File: config.mk
export PLATFORM = sky130hd
export DESIGN_NAME = ped_crossing_signal
export DESIGN_NICKNAME = d
export VERILOG_FILES = /design/src/rtl/ped_pkg.sv /design/src/rtl/btn_sync_edge.sv /design/src/rtl/ped_crossing_signal.sv
export SDC_FILE = /design/constraint.sdc
export NUM_CORES = 1
export LEC_CHECK = 0
export CAP_MARGIN = 20
export CORE_MARGIN = 2
export CORE_UTILIZATION = 45
export DETAILED_ROUTE_END_ITERATION = 6
export GPL_TIMING_DRIVEN = 1
export PLACE_DENSITY = 0.68
export SLEW_MARGIN = 20
export SYNTH_ARGS = -nofsm -noshare
export SYNTH_HDL_FRONTEND = slang
export SYNTH_SLANG_ARGS = --single-unit
export TNS_END_PERCENT = 10
File: constraint.sdc
create_clock -name clk -period 2.21 [get_ports clk]
set_input_delay 0.442 -clock clk [delete_from_list [all_inputs] [get_ports clk]]
set_output_delay 0.442 -clock clk [all_outputs]
set_load 0.03 [all_outputs]
File: src/rtl/ped_pkg.sv
// Shared types and default timing for the pedestrian crossing head.
package ped_pkg;

  typedef enum reg [1:0] {
    P_IDLE  = 2'd0,
    P_WALK  = 2'd1,
    P_FLASH = 2'd2
  } ped_state_t;

  localparam int unsigned DEF_WALK_CYCLES  = 3;
  localparam int unsigned DEF_FLASH_CYCLES = 2;
  localparam int unsigned DEF_BLINK_HALF   = 1;
  localparam int unsigned DEF_CNT_W        = 4;

  // Odd parity rules out 0 and 2 lamps lit; the AND rules out all three.
  function automatic logic is_onehot3(input logic a, input logic b, input logic c);
    return (a ^ b ^ c) & ~(a & b & c);
  endfunction

endpackage

File: src/rtl/btn_sync_edge.sv
// Two-flop synchronizer for the raw push button followed by a rising-edge pulse.
module btn_sync_edge (
  input  logic clk,
  input  logic rst_n,
  input  logic btn_i,
  output logic pulse_o
);

  logic sync1_q;
  logic sync2_q;
  logic prev_q;

  always_ff @(posedge clk or negedge rst_n) begin
    if (!rst_n) begin
      sync1_q <= 1'b0;
      sync2_q <= 1'b0;
      prev_q  <= 1'b0;
    end else begin
      sync1_q <= btn_i;
      sync2_q <= sync1_q;
      prev_q  <= sync2_q;
    end
  end

  assign pulse_o = sync2_q & ~prev_q;

endmodule

File: src/rtl/ped_crossing_signal.sv
// Pedestrian head: latches button requests and serves each one as WALK, flashing
// DON'T WALK, then steady DON'T WALK during the next vehicle red phase.
module ped_crossing_signal
  import ped_pkg::*;
#(
  parameter int unsigned WALK_CYCLES  = DEF_WALK_CYCLES,
  parameter int unsigned FLASH_CYCLES = DEF_FLASH_CYCLES,
  parameter int unsigned BLINK_HALF   = DEF_BLINK_HALF,
  parameter int unsigned CNT_W        = DEF_CNT_W
) (
  input  logic             clk,
  input  logic             rst_n,
  input  logic             red,
  input  logic             yellow,
  input  logic             green,
  input  logic             ped_btn,
  output logic             walk,
  output logic             dont_walk,
  output logic             ped_wait,
  output logic [CNT_W-1:0] countdown,
  output logic             fault
);

  localparam int unsigned BLK_W = (BLINK_HALF > 1) ? $clog2(BLINK_HALF) : 1;

  localparam logic [CNT_W-1:0] TOTAL       = CNT_W'(WALK_CYCLES + FLASH_CYCLES);
  localparam logic [CNT_W-1:0] FLASH_TOTAL = CNT_W'(FLASH_CYCLES);
  localparam logic [CNT_W-1:0] WALK_LAST   = CNT_W'(WALK_CYCLES - 1);
  localparam logic [CNT_W-1:0] FLASH_LAST  = CNT_W'(FLASH_CYCLES - 1);
  localparam logic [BLK_W-1:0] BLINK_LAST  = BLK_W'(BLINK_HALF - 1);

  ped_state_t       state_q, state_d;
  logic [CNT_W-1:0] phase_q, phase_d;
  logic [BLK_W-1:0] blink_cnt_q, blink_cnt_d;
  logic             blink_lvl_q, blink_lvl_d;
  logic             req_q, req_d;
  logic             red_q;
  logic             walk_q, walk_d;
  logic             dont_walk_q, dont_walk_d;
  logic [CNT_W-1:0] countdown_q, countdown_d;
  logic             fault_q;

  logic btn_pulse;
  logic fault_now;
  logic red_onset;
  logic abort_now;

  btn_sync_edge u_btn (
    .clk    (clk),
    .rst_n  (rst_n),
    .btn_i  (ped_btn),
    .pulse_o(btn_pulse)
  );

  assign fault_now = ~is_onehot3(red, yellow, green);
  assign red_onset = red & ~red_q & ~fault_now;
  assign abort_now = ~red | fault_now;

  // Lamp outputs are registered from the current state, so WALK appears one
  // edge after the onset; an abort overrides them on the very next edge.
  always_comb begin
    state_d     = state_q;
    phase_d     = phase_q;
    blink_cnt_d = blink_cnt_q;
    blink_lvl_d = blink_lvl_q;
    req_d       = req_q;
    walk_d      = 1'b0;
    dont_walk_d = 1'b1;
    countdown_d = '0;

    case (state_q)
      P_IDLE: begin
        if (red_onset && req_q) begin
          state_d = P_WALK;
          phase_d = '0;
          req_d   = 1'b0;
        end
      end
      P_WALK: begin
        if (abort_now) begin
          state_d = P_IDLE;
          phase_d = '0;
        end else begin
          walk_d      = 1'b1;
          dont_walk_d = 1'b0;
          countdown_d = TOTAL - phase_q;
          if (phase_q == WALK_LAST) begin
            state_d     = P_FLASH;
            phase_d     = '0;
            blink_cnt_d = '0;
            blink_lvl_d = 1'b1;
          end else begin
            phase_d = phase_q + 1'b1;
          end
        end
      end
      P_FLASH: begin
        if (abort_now) begin
          state_d = P_IDLE;
          phase_d = '0;
        end else begin
          dont_walk_d = blink_lvl_q;
          countdown_d = FLASH_TOTAL - phase_q;
          if (phase_q == FLASH_LAST) begin
            state_d = P_IDLE;
            phase_d = '0;
          end else begin
            phase_d = phase_q + 1'b1;
          end
          if (blink_cnt_q == BLINK_LAST) begin
            blink_cnt_d = '0;
            blink_lvl_d = ~blink_lvl_q;
          end else begin
            blink_cnt_d = blink_cnt_q + 1'b1;
          end
        end
      end
      default: begin
        state_d = P_IDLE;
        phase_d = '0;
      end
    endcase

    // A press arriving on the serving edge belongs to the next red.
    if (btn_pulse) req_d = 1'b1;
  end

  always_ff @(posedge clk or negedge rst_n) begin
    if (!rst_n) begin
      state_q     <= P_IDLE;
      phase_q     <= '0;
      blink_cnt_q <= '0;
      blink_lvl_q <= 1'b1;
      req_q       <= 1'b0;
      red_q       <= 1'b1;
      walk_q      <= 1'b0;
      dont_walk_q <= 1'b1;
      countdown_q <= '0;
      fault_q     <= 1'b0;
    end else begin
      state_q     <= state_d;
      phase_q     <= phase_d;
      blink_cnt_q <= blink_cnt_d;
      blink_lvl_q <= blink_lvl_d;
      req_q       <= req_d;
      red_q       <= red;
      walk_q      <= walk_d;
      dont_walk_q <= dont_walk_d;
      countdown_q <= countdown_d;
      fault_q     <= fault_now;
    end
  end

  assign walk      = walk_q;
  assign dont_walk = dont_walk_q;
  assign ped_wait  = req_q;
  assign countdown = countdown_q;
  assign fault     = fault_q;

endmodule

==> results.sh <==
export IMPL_outcome="complete, no violations"
export IMPL_leakage_uw=0.0005842
export IMPL_cts_root_buffer="clkbuf_4"
export IMPL_cts_setup_buffers=0
export IMPL_cts_buffers=3
export IMPL_dieArea_sq_um=2855
export IMPL_yosysMostFrequentCell="dfrtp_1"
export IMPL_grt_pass1_wl_um=3629
export IMPL_yosysWarningCount=0
export IMPL_dp_cells=145
export IMPL_area_growth_syn_to_layout_pct=21.73
export IMPL_cts_tree="built"
export IMPL_gr_usage_met1_pct=23.06
export IMPL_coreArea_sq_um=2255
export IMPL_start_util_pct=48.78
export IMPL_num_vias=796
export IMPL_grt_overflow=0
export IMPL_postRouteAntennaNets=0
export IMPL_dp_hpwl_um=1564
export IMPL_drive_above_1_share_pct=21.49
export IMPL_stdcell_count=149
export IMPL_async_flop_share_pct=100.0
export IMPL_clockBufferDepth=2
export IMPL_regToRegSetupSlack_ns=0.36
export IMPL_place_ws_ns=-0.2264
export IMPL_cp_max_fo=5
export IMPL_via_per_inst=5.342
export IMPL_grt_busiest_layer="met2"
export IMPL_yosys_top_cells_count="dfrtp_1, inv_1, ha_1"
export IMPL_min_period_ns=2.053
export IMPL_die_x_um=53.44
export IMPL_ys_flop_type="dfrtp_1"
export IMPL_io_buffer_count=13
export IMPL_rows=17
export IMPL_grt_usage_pct=17.87
export IMPL_setup_slack_ns=0.1566
export IMPL_synth_seq_cells=19
export IMPL_rsz0062_at_grt="false"
export IMPL_die_h_um=53.44
export IMPL_finClkSkew_ns=0.004664
export IMPL_cp_start_kind="input port"
export IMPL_required_ns=2.44
export IMPL_peakVddDrop_v=0.0004153
export IMPL_period_share_pct=92.91
export IMPL_routed_wl_um=1986
export IMPL_synth_top_cell_area_share_pct=36.41
export IMPL_tightest_slew_ns=0.4425
export IMPL_grt_pass1_vias=809
export IMPL_synth_area_leader_cell="dfrtp_1"
export IMPL_antenna_found_initial=0
export IMPL_drt_pass1_iter_count=4
export IMPL_netlist_top_cells_area="dfrtp_1, ha_1, dfstp_2, inv_1, nor2_1"
export IMPL_wl_per_cell_um=13.33
export IMPL_clock_fmax_ghz=0.4870
export IMPL_grt_max_degree=20
export IMPL_cts_max_level=1
export IMPL_powerDensity_nw_per_um2=706.2
export IMPL_setup_viol=0
export IMPL_relSlewSlack_pct=70.30
export IMPL_syn_nets=115
export IMPL_clk_pin_slew_ns=0.11
export IMPL_io_pins=14
export IMPL_hp_class="flip-flop to flip-flop"
export IMPL_n_antenna_cell=0
export IMPL_clock_sinks=19
export IMPL_drv_slew=0
export IMPL_clk_latency_ns=0.30
export IMPL_synth_edf_count=0
export IMPL_drc=0
export IMPL_hold_viol_final=0
export IMPL_path_class="input port to flip-flop"
export IMPL_post_synth_num_cell_types=37
export IMPL_synth_area_sq_um=1100
export IMPL_met3_usage_pct=2.542
export IMPL_critPathCaptureType="flip-flop"
export IMPL_drv_cap=0
export IMPL_ys_seq_area_share_pct=43.57
export IMPL_syn_inst=98
export IMPL_synth_area_per_cell_sq_um=11.22
export IMPL_use_met2_pct=28.60
export IMPL_arrival_ns=2.28
export IMPL_nets=139
export IMPL_gp_congestion=0.7817
export IMPL_initialDrtViolationCount=7
worst max-delay path, cell delays in order:
cell	delay, ns
clkdlybuf4s50_1	0.42
ha_1	0.35
nor3b_4	0.29
o2111ai_2	0.23
a211o_2	0.40
o2bb2ai_1	0.15
final timing paths:
path | start | cells past startpoint | endpoint
max | red | 6 | phase_q[2]$_DFFE_PN0P_
min | u_btn.sync1_q$_DFF_PN0_ | 0 | u_btn.sync2_q$_DFF_PN0_
max reg2reg | phase_q[1]$_DFFE_PN0P_ | 5 | state_q[0]$_DFFE_PN0P_
min reg2reg | u_btn.sync1_q$_DFF_PN0_ | 0 | u_btn.sync2_q$_DFF_PN0_
max in group asynchronous | rst_n | 2 | red_q$_DFF_PN1_
min in group asynchronous | rst_n | 2 | walk$_DFF_PN0_
cell usage in the layout (no fill, tap or decap), types with 2 or more instances in the layout:
master           instances
dfrtp_1                 16
clkdlybuf4s50_1         13
inv_1                   12
ha_1                    11
buf_4                    9
nor2_1                   8
o21ai_0                  3
nand2_1                  3
o22ai_1                  3
nand3_1                  3
dfstp_2                  3
clkbuf_4                 3
o21ai_1                  2
xor2_1                   2
o21a_1                   2
nor3_1                   2
a21oi_1                  2
a32o_1                   2
a2111oi_2                2
a211o_2                  2
report_power, final:
part,leakage [uW],total (uW),internal [uW],switching (uW)
clock network,0.0000177,177,67.4,110
registers,0.000240,407,385,21.7
logic,0.000326,361,148,214
total,0.000584,945,600,345
cell families (layout without fill, tap and decap cells):
| group | Yosys count | in the layout | share of synthesized area (%) |
|---|---|---|---|
| multiplexers | 1 | 1 | 0.9102 |
| AO/OA/AOI/OAI | 29 | 29 | 23.78 |
| XOR/XNOR | 2 | 2 | 1.593 |
| buffers and inverters | 15 | 38 | 6.598 |
| flip-flops | 19 | 19 | 43.57 |
| AND/OR/NAND/NOR | 21 | 21 | 11.04 |
| adder cells (fa/ha/maj) | 11 | 11 | 12.51 |
layer usage:
layer	wire, um	part of all wire [%]
met4	38	1.9
met5	0	0
met1	913	46
met2	971	49
met3	63	3.2
metrics by stage:
step	setup TNS [ns]	utilization, %	hold WS (ns)	cell area [sq um]	total power, uW
2_1_floorplan	0	-	0.1464	1100	667.8
3_3_place_gp	-0.5841	57.88	0.3482	1305	761.5
3_5_place_dp	-0.9930	57.88	0.3396	1305	768.1
4_1_cts	0	59.10	0.3693	1333	946.4
5_1_grt	0	59.38	0.3724	1339	1002
6_report	0	59.38	0.3655	1339	945.4
what timing repair did:
action                                  in CTS  in global routing
endpoints found under the setup margin       0                  1
hold buffers                                 0                  0
resized for setup                            0                  2
cell type report:
type | count | area [sq um]
Multi-Input combinational cell | 64 | 554.3
Clock inverter | 1 | 5.005
Sequential cell | 19 | 479.2
Tap cell | 28 | 35.03
Timing Repair Buffer | 22 | 197.7
Clock buffer | 3 | 22.52
Inverter | 12 | 45.04
Fill cell | 197 | 915.9
Note: power is estimated with default switching activity, not from simulation.
